File: src/rtl/pipe_hazard_ctrl_pkg.sv
// Shared types and helpers for the pipeline hazard/flush controller.
package pipe_hazard_ctrl_pkg;

    // rd is held at a fixed width in the scoreboard, so REG_AW must not exceed SB_RD_W.
    localparam int unsigned SB_RD_W = 8;
    localparam int unsigned FWD_RF  = 0;

    typedef struct packed {
        logic               valid;
        logic [SB_RD_W-1:0] rd;
        logic               wen;
        logic               is_load;
    } sb_entry_t;

    function automatic int unsigned fsel_w(input int unsigned depth);
        return $clog2(depth + 1);
    endfunction

endpackage

File: src/rtl/pipe_hazard_ctrl_if.sv
// DECO-side hazard inputs and pipeline control outputs of pipe_hazard_ctrl.
interface pipe_hazard_ctrl_if
    import pipe_hazard_ctrl_pkg::*;
#(
    parameter int unsigned REG_AW = 4,
    parameter int unsigned DEPTH  = 3,
    parameter int unsigned CNT_W  = 16
);
    localparam int unsigned FSEL_W = fsel_w(DEPTH);

    logic              i_id_valid;
    logic [REG_AW-1:0] i_id_rs1;
    logic [REG_AW-1:0] i_id_rs2;
    logic              i_id_rs1_used;
    logic              i_id_rs2_used;
    logic [REG_AW-1:0] i_id_rd;
    logic              i_id_wen;
    logic              i_id_is_load;
    logic              i_id_br_taken;
    logic              i_ext_hold;
    logic              o_pc_en;
    logic              o_fd_en;
    logic              o_fd_flush;
    logic              o_de_bubble;
    logic              o_pipe_en;
    logic [FSEL_W-1:0] o_fwd_a_sel;
    logic [FSEL_W-1:0] o_fwd_b_sel;
    logic [CNT_W-1:0]  o_stall_cnt;
    logic [CNT_W-1:0]  o_flush_cnt;

    modport master (
        output i_id_valid, i_id_rs1, i_id_rs2, i_id_rs1_used, i_id_rs2_used,
               i_id_rd, i_id_wen, i_id_is_load, i_id_br_taken, i_ext_hold,
        input  o_pc_en, o_fd_en, o_fd_flush, o_de_bubble, o_pipe_en,
               o_fwd_a_sel, o_fwd_b_sel, o_stall_cnt, o_flush_cnt
    );

    modport slave (
        input  i_id_valid, i_id_rs1, i_id_rs2, i_id_rs1_used, i_id_rs2_used,
               i_id_rd, i_id_wen, i_id_is_load, i_id_br_taken, i_ext_hold,
        output o_pc_en, o_fd_en, o_fd_flush, o_de_bubble, o_pipe_en,
               o_fwd_a_sel, o_fwd_b_sel, o_stall_cnt, o_flush_cnt
    );

endinterface

File: src/rtl/hz_sat_counter.sv
// Saturating event counter; increments on i_inc unless held, never wraps.
module hz_sat_counter #(
    parameter int unsigned CNT_W = 16
) (
    input  logic             i_clk,
    input  logic             i_rst_n,
    input  logic             i_inc,
    input  logic             i_hold,
    output logic [CNT_W-1:0] o_q
);

    logic [CNT_W-1:0] r_q;

    always_ff @(posedge i_clk or negedge i_rst_n) begin
        if (!i_rst_n) begin
            r_q <= '0;
        end else if (i_inc && !i_hold && (r_q != '1)) begin
            r_q <= r_q + CNT_W'(1);
        end
    end

    assign o_q = r_q;

endmodule

File: src/rtl/pipe_hazard_ctrl.sv
// Hazard/flush controller: shadow scoreboard of in-flight writers after DECO, driving
// forwarding selects, load-use/RAW stalls, branch flushes and global hold.
module pipe_hazard_ctrl
    import pipe_hazard_ctrl_pkg::*;
#(
    parameter int unsigned REG_AW    = 4,
    parameter int unsigned DEPTH     = 3,
    parameter int unsigned FWD_EN    = 1,
    parameter int unsigned ZERO_HARD = 0,
    parameter int unsigned CNT_W     = 16
) (
    input logic               i_clk,
    input logic               i_rst_n,
    pipe_hazard_ctrl_if.slave hz
);

    localparam int unsigned FSEL_W = fsel_w(DEPTH);

    sb_entry_t         r_sb [1:DEPTH];
    logic              r_run;
    sb_entry_t         w_new;
    logic [DEPTH:1]    w_match_a;
    logic [DEPTH:1]    w_match_b;
    logic              w_zero_a;
    logic              w_zero_b;
    logic              w_raw;
    logic              w_hazard;
    logic [FSEL_W-1:0] w_sel_a;
    logic [FSEL_W-1:0] w_sel_b;
    logic              w_stall_inc;
    logic              w_flush_inc;
    logic              w_cnt_hold;

    always_comb begin
        w_new = '{valid: hz.i_id_valid, rd: SB_RD_W'(hz.i_id_rd),
                  wen: hz.i_id_wen, is_load: hz.i_id_is_load};
        w_zero_a  = (ZERO_HARD != 0) && (hz.i_id_rs1 == REG_AW'(0));
        w_zero_b  = (ZERO_HARD != 0) && (hz.i_id_rs2 == REG_AW'(0));
        w_match_a = '0;
        w_match_b = '0;
        for (int unsigned k = 1; k <= DEPTH; k++) begin
            w_match_a[k] = r_sb[k].valid && r_sb[k].wen && hz.i_id_rs1_used && !w_zero_a
                           && (r_sb[k].rd == SB_RD_W'(hz.i_id_rs1));
            w_match_b[k] = r_sb[k].valid && r_sb[k].wen && hz.i_id_rs2_used && !w_zero_b
                           && (r_sb[k].rd == SB_RD_W'(hz.i_id_rs2));
        end

        if (FWD_EN != 0) begin
            w_raw = r_sb[1].is_load && (w_match_a[1] || w_match_b[1]);
        end else begin
            w_raw = |{w_match_a, w_match_b};
        end
        w_hazard = w_raw && hz.i_id_valid;

        // Walk oldest to youngest so the youngest match is the one left standing.
        w_sel_a = FSEL_W'(FWD_RF);
        w_sel_b = FSEL_W'(FWD_RF);
        if (FWD_EN != 0) begin
            for (int unsigned k = DEPTH; k >= 1; k--) begin
                if (w_match_a[k] && !(k == 1 && r_sb[k].is_load)) w_sel_a = FSEL_W'(k);
                if (w_match_b[k] && !(k == 1 && r_sb[k].is_load)) w_sel_b = FSEL_W'(k);
            end
        end

        hz.o_pc_en     = 1'b0;
        hz.o_fd_en     = 1'b0;
        hz.o_fd_flush  = 1'b0;
        hz.o_de_bubble = 1'b0;
        hz.o_pipe_en   = 1'b0;
        hz.o_fwd_a_sel = r_run ? w_sel_a : FSEL_W'(FWD_RF);
        hz.o_fwd_b_sel = r_run ? w_sel_b : FSEL_W'(FWD_RF);
        if (!r_run) begin
            hz.o_fd_flush  = 1'b1;
            hz.o_de_bubble = 1'b1;
        end else if (hz.i_ext_hold) begin
            hz.o_pc_en = 1'b0;
        end else if (w_hazard) begin
            // Branch operands are not valid yet, so a taken branch waits out the stall.
            hz.o_de_bubble = 1'b1;
            hz.o_pipe_en   = 1'b1;
        end else if (hz.i_id_br_taken) begin
            hz.o_pc_en    = 1'b1;
            hz.o_fd_en    = 1'b1;
            hz.o_fd_flush = 1'b1;
            hz.o_pipe_en  = 1'b1;
        end else begin
            hz.o_pc_en   = 1'b1;
            hz.o_fd_en   = 1'b1;
            hz.o_pipe_en = 1'b1;
        end

        w_cnt_hold  = !r_run || hz.i_ext_hold;
        w_stall_inc = w_hazard;
        w_flush_inc = !w_hazard && hz.i_id_br_taken;
    end

    always_ff @(posedge i_clk or negedge i_rst_n) begin
        if (!i_rst_n) begin
            r_run <= 1'b0;
            for (int unsigned k = 1; k <= DEPTH; k++) begin
                r_sb[k] <= '0;
            end
        end else begin
            r_run <= 1'b1;
            if (r_run && !hz.i_ext_hold) begin
                for (int unsigned k = DEPTH; k >= 2; k--) begin
                    r_sb[k] <= r_sb[k-1];
                end
                r_sb[1] <= w_hazard ? sb_entry_t'('0) : w_new;
            end
        end
    end

    hz_sat_counter #(.CNT_W(CNT_W)) u_stall_cnt (
        .i_clk  (i_clk),
        .i_rst_n(i_rst_n),
        .i_inc  (w_stall_inc),
        .i_hold (w_cnt_hold),
        .o_q    (hz.o_stall_cnt)
    );

    hz_sat_counter #(.CNT_W(CNT_W)) u_flush_cnt (
        .i_clk  (i_clk),
        .i_rst_n(i_rst_n),
        .i_inc  (w_flush_inc),
        .i_hold (w_cnt_hold),
        .o_q    (hz.o_flush_cnt)
    );

endmodule

File: src/flat_wrapper.sv
// flat-port wrapper written by rule: the top's interface ports become plain ports
module pipe_hazard_ctrl_flat import pipe_hazard_ctrl_pkg::*;
#(
    parameter int unsigned REG_AW    = 4,
    parameter int unsigned DEPTH     = 3,
    parameter int unsigned FWD_EN    = 1,
    parameter int unsigned ZERO_HARD = 0,
    parameter int unsigned CNT_W     = 16
)
  (i_clk, i_rst_n, hz_i_id_valid, hz_i_id_rs1, hz_i_id_rs2, hz_i_id_rs1_used, hz_i_id_rs2_used, hz_i_id_rd, hz_i_id_wen, hz_i_id_is_load, hz_i_id_br_taken, hz_i_ext_hold, hz_o_pc_en, hz_o_fd_en, hz_o_fd_flush, hz_o_de_bubble, hz_o_pipe_en, hz_o_fwd_a_sel, hz_o_fwd_b_sel, hz_o_stall_cnt, hz_o_flush_cnt);
  pipe_hazard_ctrl_if #(.REG_AW(REG_AW), .DEPTH(DEPTH), .CNT_W(CNT_W)) hz_i ();
  input logic i_clk;
  input logic i_rst_n;
  input wire logic [$bits(hz_i.i_id_valid)-1:0] hz_i_id_valid;
  input wire logic [$bits(hz_i.i_id_rs1)-1:0] hz_i_id_rs1;
  input wire logic [$bits(hz_i.i_id_rs2)-1:0] hz_i_id_rs2;
  input wire logic [$bits(hz_i.i_id_rs1_used)-1:0] hz_i_id_rs1_used;
  input wire logic [$bits(hz_i.i_id_rs2_used)-1:0] hz_i_id_rs2_used;
  input wire logic [$bits(hz_i.i_id_rd)-1:0] hz_i_id_rd;
  input wire logic [$bits(hz_i.i_id_wen)-1:0] hz_i_id_wen;
  input wire logic [$bits(hz_i.i_id_is_load)-1:0] hz_i_id_is_load;
  input wire logic [$bits(hz_i.i_id_br_taken)-1:0] hz_i_id_br_taken;
  input wire logic [$bits(hz_i.i_ext_hold)-1:0] hz_i_ext_hold;
  output wire logic [$bits(hz_i.o_pc_en)-1:0] hz_o_pc_en;
  output wire logic [$bits(hz_i.o_fd_en)-1:0] hz_o_fd_en;
  output wire logic [$bits(hz_i.o_fd_flush)-1:0] hz_o_fd_flush;
  output wire logic [$bits(hz_i.o_de_bubble)-1:0] hz_o_de_bubble;
  output wire logic [$bits(hz_i.o_pipe_en)-1:0] hz_o_pipe_en;
  output wire logic [$bits(hz_i.o_fwd_a_sel)-1:0] hz_o_fwd_a_sel;
  output wire logic [$bits(hz_i.o_fwd_b_sel)-1:0] hz_o_fwd_b_sel;
  output wire logic [$bits(hz_i.o_stall_cnt)-1:0] hz_o_stall_cnt;
  output wire logic [$bits(hz_i.o_flush_cnt)-1:0] hz_o_flush_cnt;
  assign hz_i.i_id_valid = hz_i_id_valid;
  assign hz_i.i_id_rs1 = hz_i_id_rs1;
  assign hz_i.i_id_rs2 = hz_i_id_rs2;
  assign hz_i.i_id_rs1_used = hz_i_id_rs1_used;
  assign hz_i.i_id_rs2_used = hz_i_id_rs2_used;
  assign hz_i.i_id_rd = hz_i_id_rd;
  assign hz_i.i_id_wen = hz_i_id_wen;
  assign hz_i.i_id_is_load = hz_i_id_is_load;
  assign hz_i.i_id_br_taken = hz_i_id_br_taken;
  assign hz_i.i_ext_hold = hz_i_ext_hold;
  assign hz_o_pc_en = hz_i.o_pc_en;
  assign hz_o_fd_en = hz_i.o_fd_en;
  assign hz_o_fd_flush = hz_i.o_fd_flush;
  assign hz_o_de_bubble = hz_i.o_de_bubble;
  assign hz_o_pipe_en = hz_i.o_pipe_en;
  assign hz_o_fwd_a_sel = hz_i.o_fwd_a_sel;
  assign hz_o_fwd_b_sel = hz_i.o_fwd_b_sel;
  assign hz_o_stall_cnt = hz_i.o_stall_cnt;
  assign hz_o_flush_cnt = hz_i.o_flush_cnt;
  pipe_hazard_ctrl #(.REG_AW(REG_AW), .DEPTH(DEPTH), .FWD_EN(FWD_EN), .ZERO_HARD(ZERO_HARD), .CNT_W(CNT_W)) u_core (.i_clk(i_clk), .i_rst_n(i_rst_n), .hz(hz_i));
endmodule
File: config.mk
export PLATFORM = sky130hd
export DESIGN_NAME = pipe_hazard_ctrl_flat
export DESIGN_NICKNAME = d
export VERILOG_FILES = /design/src/rtl/pipe_hazard_ctrl_pkg.sv /design/src/rtl/pipe_hazard_ctrl_if.sv /design/src/rtl/hz_sat_counter.sv /design/src/rtl/pipe_hazard_ctrl.sv /design/src/flat_wrapper.sv
export SDC_FILE = /design/constraint.sdc
export NUM_CORES = 1
export LEC_CHECK = 0
export ABC_AREA = 1
export BUFFER_PORTS_ARGS = -buffer_cell sky130_fd_sc_hd__buf_2
export CORE_ASPECT_RATIO = 1.2
export CORE_MARGIN = 2
export CORE_UTILIZATION = 44
export DETAILED_ROUTE_END_ITERATION = 8
export PLACE_DENSITY = 0.67
export SKIP_CTS_REPAIR_TIMING = 1
export SYNTH_ARGS = -nofsm -noshare
export SYNTH_HDL_FRONTEND = slang
export SYNTH_SLANG_ARGS = --single-unit
File: constraint.sdc
create_clock -name i_clk -period 1.7 [get_ports i_clk]
set_clock_uncertainty 0.1 [all_clocks]
set_input_delay 0.17 -clock i_clk [delete_from_list [all_inputs] [get_ports i_clk]]
set_output_delay 0.17 -clock i_clk [all_outputs]
set_load 0.03 [all_outputs]
### Word-level counts from Yosys, hierarchy flattened

Index checks and enable logic that the tools add are counted.

* register bits after elaboration: 64
* output and inout port bits: 41

* add/subtract/negate cells: 2
* equal/unequal tests: 8
* mux-type cells: 21
* reductions and logical operators: 32

Operators by type and width (count)
* $eq A8 B4 Y1: 6
* $add A16 B1 Y16 const B: 2
* $ne A16 B16 Y1 const B: 2
* $logic_and A1 B1 Y1: 25
* $mux W2: 8
* $mux W1: 12
* $mux W11: 1
* $logic_not A1 Y1: 5
* $logic_or A1 B1 Y1: 2

### Longest topological paths before layout

* word-level depth: 10
* depth in mapped cells: 12

### Modules after synthesis

A second synthesis with hierarchy kept.

* cells, all modules: 484
* area, all modules: 3402.0 µm²

Modules (own cells, without submodules)
* hz_sat_counter: instances 2, cells an instance 145, area each 1021.0 µm²
* pipe_hazard_ctrl: instances 1, cells an instance 194, area each 1360.1 µm²

### Worst setup path after synthesis

Ideal clock, no wire load.

* path type: reg-to-output
* start: register u_core.r_sb[24] (netlist name)
* end: output hz_o_de_bubble
* data arrival time: 1.754 ns
* required time: 1.430 ns
* path slack: -0.324 ns
* stages on the path, launching flop included: 10
* buffers on the path: 1
* path through: dfrtp_1 -> inv_1 -> nand2_1 -> nand2_1 -> nor2_1 -> nand3_1 -> nand2_2 -> nand3_2 -> buf_6 -> o21ai_0

* word-level cells in the longest chain between the ends: 8
* elaborated cells between the ends (all ways): 10
* classes of those cells: eq/ne (2); mux (3); reduce/logical (5)

RTL lines
* start, declared: RTL line pipe_hazard_ctrl.sv:19 `sb_entry_t r_sb [1:DEPTH];`
* start signal, assigned by index: RTL line pipe_hazard_ctrl.sv:107 `r_sb[k] <= r_sb[k-1];`
* $eq A8 B4 Y1, on equally long branches: RTL line pipe_hazard_ctrl.sv:43, pipe_hazard_ctrl.sv:45
* $logic_and A1 B1 Y1, on equally long branches: RTL line pipe_hazard_ctrl.sv:43, pipe_hazard_ctrl.sv:45
* $logic_or A1 B1 Y1 *: RTL line pipe_hazard_ctrl.sv:49 `w_raw = r_sb[1].is_load && (w_match_a[1] || w_match_b[1]);`
* $logic_and A1 B1 Y1 *: RTL line pipe_hazard_ctrl.sv:49
* $logic_and A1 B1 Y1 *: RTL line pipe_hazard_ctrl.sv:53 `w_hazard = w_raw && hz.i_id_valid;`
* $mux W1 *: RTL line pipe_hazard_ctrl.sv:77 `end else if (w_hazard) begin`
* $mux W1 *: RTL line pipe_hazard_ctrl.sv:75 `end else if (hz.i_ext_hold) begin`
* $mux W1 *: RTL line pipe_hazard_ctrl.sv:72 `if (!r_run) begin`
* end, declared: RTL line flat_wrapper.sv:27 `output wire logic [$bits(hz_i.o_de_bubble)-1:0] hz_o_de_bubble;`

Every way passes the cells marked *; elsewhere a longest branch is shown, timed or not.

### Final worst setup path

* start: register u_core.r_sb[5] (netlist name)
* end: output hz_o_fwd_b_sel[0]

* word-level cells in the longest chain between the ends: 6

RTL lines
* $eq A8 B4 Y1: RTL line pipe_hazard_ctrl.sv:45 `&& (r_sb[k].rd == SB_RD_W'(hz.i_id_rs2));`
* $logic_and A1 B1 Y1: RTL line pipe_hazard_ctrl.sv:45
* $mux W2 (3 in series): RTL line pipe_hazard_ctrl.sv:61 `if (w_match_b[k] && !(k == 1 && r_sb[k].is_load)) w_sel_b = FSEL_W'(k);`
* $mux W2: RTL line pipe_hazard_ctrl.sv:71 `hz.o_fwd_b_sel = r_run ? w_sel_b : FSEL_W'(FWD_RF);`
* end, declared: RTL line flat_wrapper.sv:30 `output wire logic [$bits(hz_i.o_fwd_b_sel)-1:0] hz_o_fwd_b_sel;`

No other way between the ends.

==> metrics.md <==
| Metric | Value |
|---|---|
| GRT Resource Usage Total | 0.2085 |
| Total routed wirelength | 8105 um |
| Commonest non-fill, non-tap cell in the layout | nand2_1 |
| Filler Cells Inserted | 624 |
| Number of nets with antenna violations after routing | 0 |
| Total standard cell area after synthesis | 3129 um2 |
| Sequential cell fraction of total power | 0.493 |
| Number of vias in the routed layout | 3080 |
| Capture instance of the worst register-to-register path | u_core.u_flush_cnt.o_q[4] |
| Minimum clock period | 2.053 ns |
| Max-slew violation count | 0 |
| Pin count of the biggest net entering global routing | 53 |
| Number of vias per cell after detailed routing | 4.873 |
| Total congestion overflow | 0 |
| Part of the cycle the worst path needs | 1.208 |
| Number of flops mapped to enable cells by yosys | 0 |
| Root buffer cell | clkbuf_8 |
| Worst path cell trace | xor2_1 > nor4_2 > nand2_1 > inv_1 > nand2_1 > a21oi_2 > buf_6 |
| Crit path largest cell delay | 0.39 ns |
| Area of the core region | 6854 um2 |
| Min-delay worst type | in2reg |
| Clock latency on the worst-skew pair | 0.31 ns |
| Internal Power | 0.002005 W |
| Yosys warnings | 0 |
| Wire length of the first global-routing pass | 12700 um |
| CP bufs+invs | 2 |
| Number of buffers created by CTS | 5 |
| Min Hold Slack | 0.1929 ns |
| IO Count | 62 |
| Ant. Diodes | 0 |
| Average wire length per cell after detail routing | 12.82 um |
| Weighted congestion reported at the end of routability-driven placement | 0.8504 |
| Primary flip-flop cell chosen by synthesis mapping | dfrtp_1 |
| Area share of the largest cell type after synthesis | 0.4158 |
| Pre-CTS worst setup slack | -0.1966 ns |
| Hpwl dp | 5874 um |
| Number of nets produced by synthesis | 446 |
| Net switching power | 0.0009695 W |
| Largest area contributor in the netlist | dfrtp_1 |
| Leakage Power | 2.208 nW |
| Die boundary width | 80.99 um |
| Vias in the first global route | 2864 |
| Number of detailed-routing iterations run before antenna repair | 4 |
| Worst setup path class | reg2out |
| Depth of the most critical reg-to-reg path | 13 |
| Layout Nets | 567 |
| Worst Setup End Kind | output pin |
| Worst Setup Slack, final | -0.3530 ns |
| Placed cells | 603 |
| Seq/Total Area, Yosys | 0.4158 |
| Maximum level of the CTS H-tree | 2 |
| Area Growth Syn to Fin | 40.22% |
| Proportion of power drawn by combinational gates | 0.258 |
| TritonCTS clock tree | done |
| P per Cell Area | 677.9 nW/um2 |
| Core occupancy in the finished layout | 0.6402 |
| CP top delay family | simple AND/OR/NAND/NOR gates |
| Instance area after placement | 3864 um2 |
| Critical Path AT | 1.78 ns |
| Syn Inst Count | 423 |
| Sw Ratio | 0.3259 |
| Clock power frac | 0.248 |
| Worst Hold Launch | hz_i_id_br_taken |
| Highest-count cells in the layout ignoring fill and taps | nand2_1 (130), buf_2 (52), inv_1 (49) |
| Die Y-Extent | 96.38 um |
| Worst flop-to-flop path startpoint | u_core.r_sb[25] |
| Worst-case hold path end point | u_core.u_flush_cnt.o_q[13] |
| Post-Layout Inst Area | 4388 um2 |
| Number of maximum-capacitance violations | 0 |
| Clk slew on worst S/H paths | 0.09 ns |
| Worst supply voltage drop on vdd | 715.4 uV |
| Failing checks | negative setup slack |
| Floorplan row count | 33 |
| CP Launch Type | flip-flop |
| CTS sink cnt | 52 |
| Unrepaired setup endpoints after global routing | true |
| Achievable Freq | 487.1 MHz |
| Hold Violations, Final | 0 |
| Initial antenna violation count | 0 |
| Initial Util | 0.4566 |
| Post-synthesis cell type count | 33 |
| Fraction of layout instances using a drive strength above 1 | 0.3578 |
| Final Setup Violations | 43 |
| Minimum setup slack among reg-to-reg paths | -0.25 ns |
| Count of state elements after synthesis | 52 |
| Share of flip-flops with an asynchronous set or reset after synthesis | 1.000 |
| Slowest cell on the critical path | dfrtp_1 |
| Number of remaining DRC errors | 0 |
| Leading cell types by total area after synthesis | dfrtp_1 (42%), nand2_1 (17%), xor2_1 (6.4%), inv_1 (6.0%), nor2_1 (4.2%) |
| Maximum buffer depth of the clock tree | 2 |
| CP Data Required Time | 1.43 ns |
| Instance count along the most critical hold path | 4 |
| Crit Path Max Fanout | 2 |
| Starting DRT DRC Count | 91 |
| IO buf count | 61 |
| Most used cell along the critical path | nand2_1 |
| Area enclosed by the die boundary | 7805 um2 |
| Mean post-synth cell area | 7.398 um2 |
| Non-filler instance count after layout | 632 |
| Result of the run | finished, violations left |
==> tightest hold or removal path, cell delays in order <==
cell and delay, ns:
buf_2 0.19, nand4_1 0.11, nand2_1 0.04, nand2_1 0.05
==> Yosys cell counts (2+ instances only) <==
master / count
a21oi_1: 5
nor2_4: 3
dfrtp_1: 52
xor2_1: 23
nand2_1: 141
nand4_1: 12
nor3_1: 11
inv_1: 50
nor2_2: 4
buf_2: 2
clkbuf_1: 3
nand2_4: 2
o21ai_1: 4
nand3_2: 2
nor3_2: 2
inv_2: 6
nor2_1: 35
o21ai_0: 20
xnor2_1: 8
nor4_1: 4
nand2_2: 6
nand3_1: 16
ha_1: 2
==> flip-flops by register name, summed over array words and instances, names as in the netlist <==
register,cells
u_core.r_sb,19
u_core.u_flush_cnt.o_q,16
u_core.u_stall_cnt.o_q,16
u_core.r_run,1
==> per-layer routing <==
metal  GRT usage  wire length [um]  vias up
met3     0.03253               266       12
met1      0.2620              3660     1438
met5           0                 0        -
met2      0.3636              4032       52
met4     0.07203               145        0
li1            -                 -     1578
==> power groups by stage <==
stage	Combinational, W	Clock [W]	Sequential (W)
3_3_place_gp	0.000651	0	0.00148
2_1_floorplan	0.000312	0	0.00155
5_1_grt	0.000843	0.000824	0.00149
4_1_cts	0.000672	0.000766	0.00146
3_5_place_dp	0.000667	0	0.00149
6_report	0.000768	0.000739	0.00147
==> cell type report <==
class | instances | area (um2) | area share
Clock buffer | 8 | 90.09 | 0.02053
Inverter | 57 | 221.5 | 0.05047
Multi-Input combinational cell | 308 | 1783 | 0.4063
Sequential cell | 52 | 1311 | 0.2988
Tap cell | 87 | 108.9 | 0.02481
Timing Repair Buffer | 120 | 873.3 | 0.1990
==> metrics by stage <==
stage / setup TNS (ns) / power, W
after floorplan: 0 / 0.001866
after global placement: -2.576 / 0.002133
after detailed placement: -4.546 / 0.002156
after CTS: -8.103 / 0.002902
after global routing: -14.34 / 0.003152
final: -8.242 / 0.002975
==> worst max path at each step <==
stage | from | to | slack, ns | cells after the start
floorplan | u_core.r_sb[3] | hz_o_fwd_b_sel[0] | 0.003 | 6
global placement | u_core.r_sb[25] | u_core.u_flush_cnt.o_q[1] | -0.16 | 11
detailed placement | u_core.r_sb[25] | u_core.u_flush_cnt.o_q[4] | -0.20 | 11
CTS | u_core.r_sb[25] | hz_o_de_bubble | -0.52 | 9
global route | u_core.r_sb[5] | hz_o_fwd_b_sel[0] | -0.46 | 7
finish | u_core.r_sb[5] | hz_o_fwd_b_sel[0] | -0.35 | 7
==> cell families (layout without fill, tap and decap cells) <==
logic type	after synthesis	count (layout)	share of synthesized area
simple gates	239	240	0.3439
buf+inv	64	185	0.08197
flops	52	52	0.4158
compound gates	34	34	0.06238
xor+xnor	31	31	0.08677
fa+ha+maj	2	2	0.007996
other cells	1	1	0.001198
No activity file was read; power rests on OpenSTA's default activity.
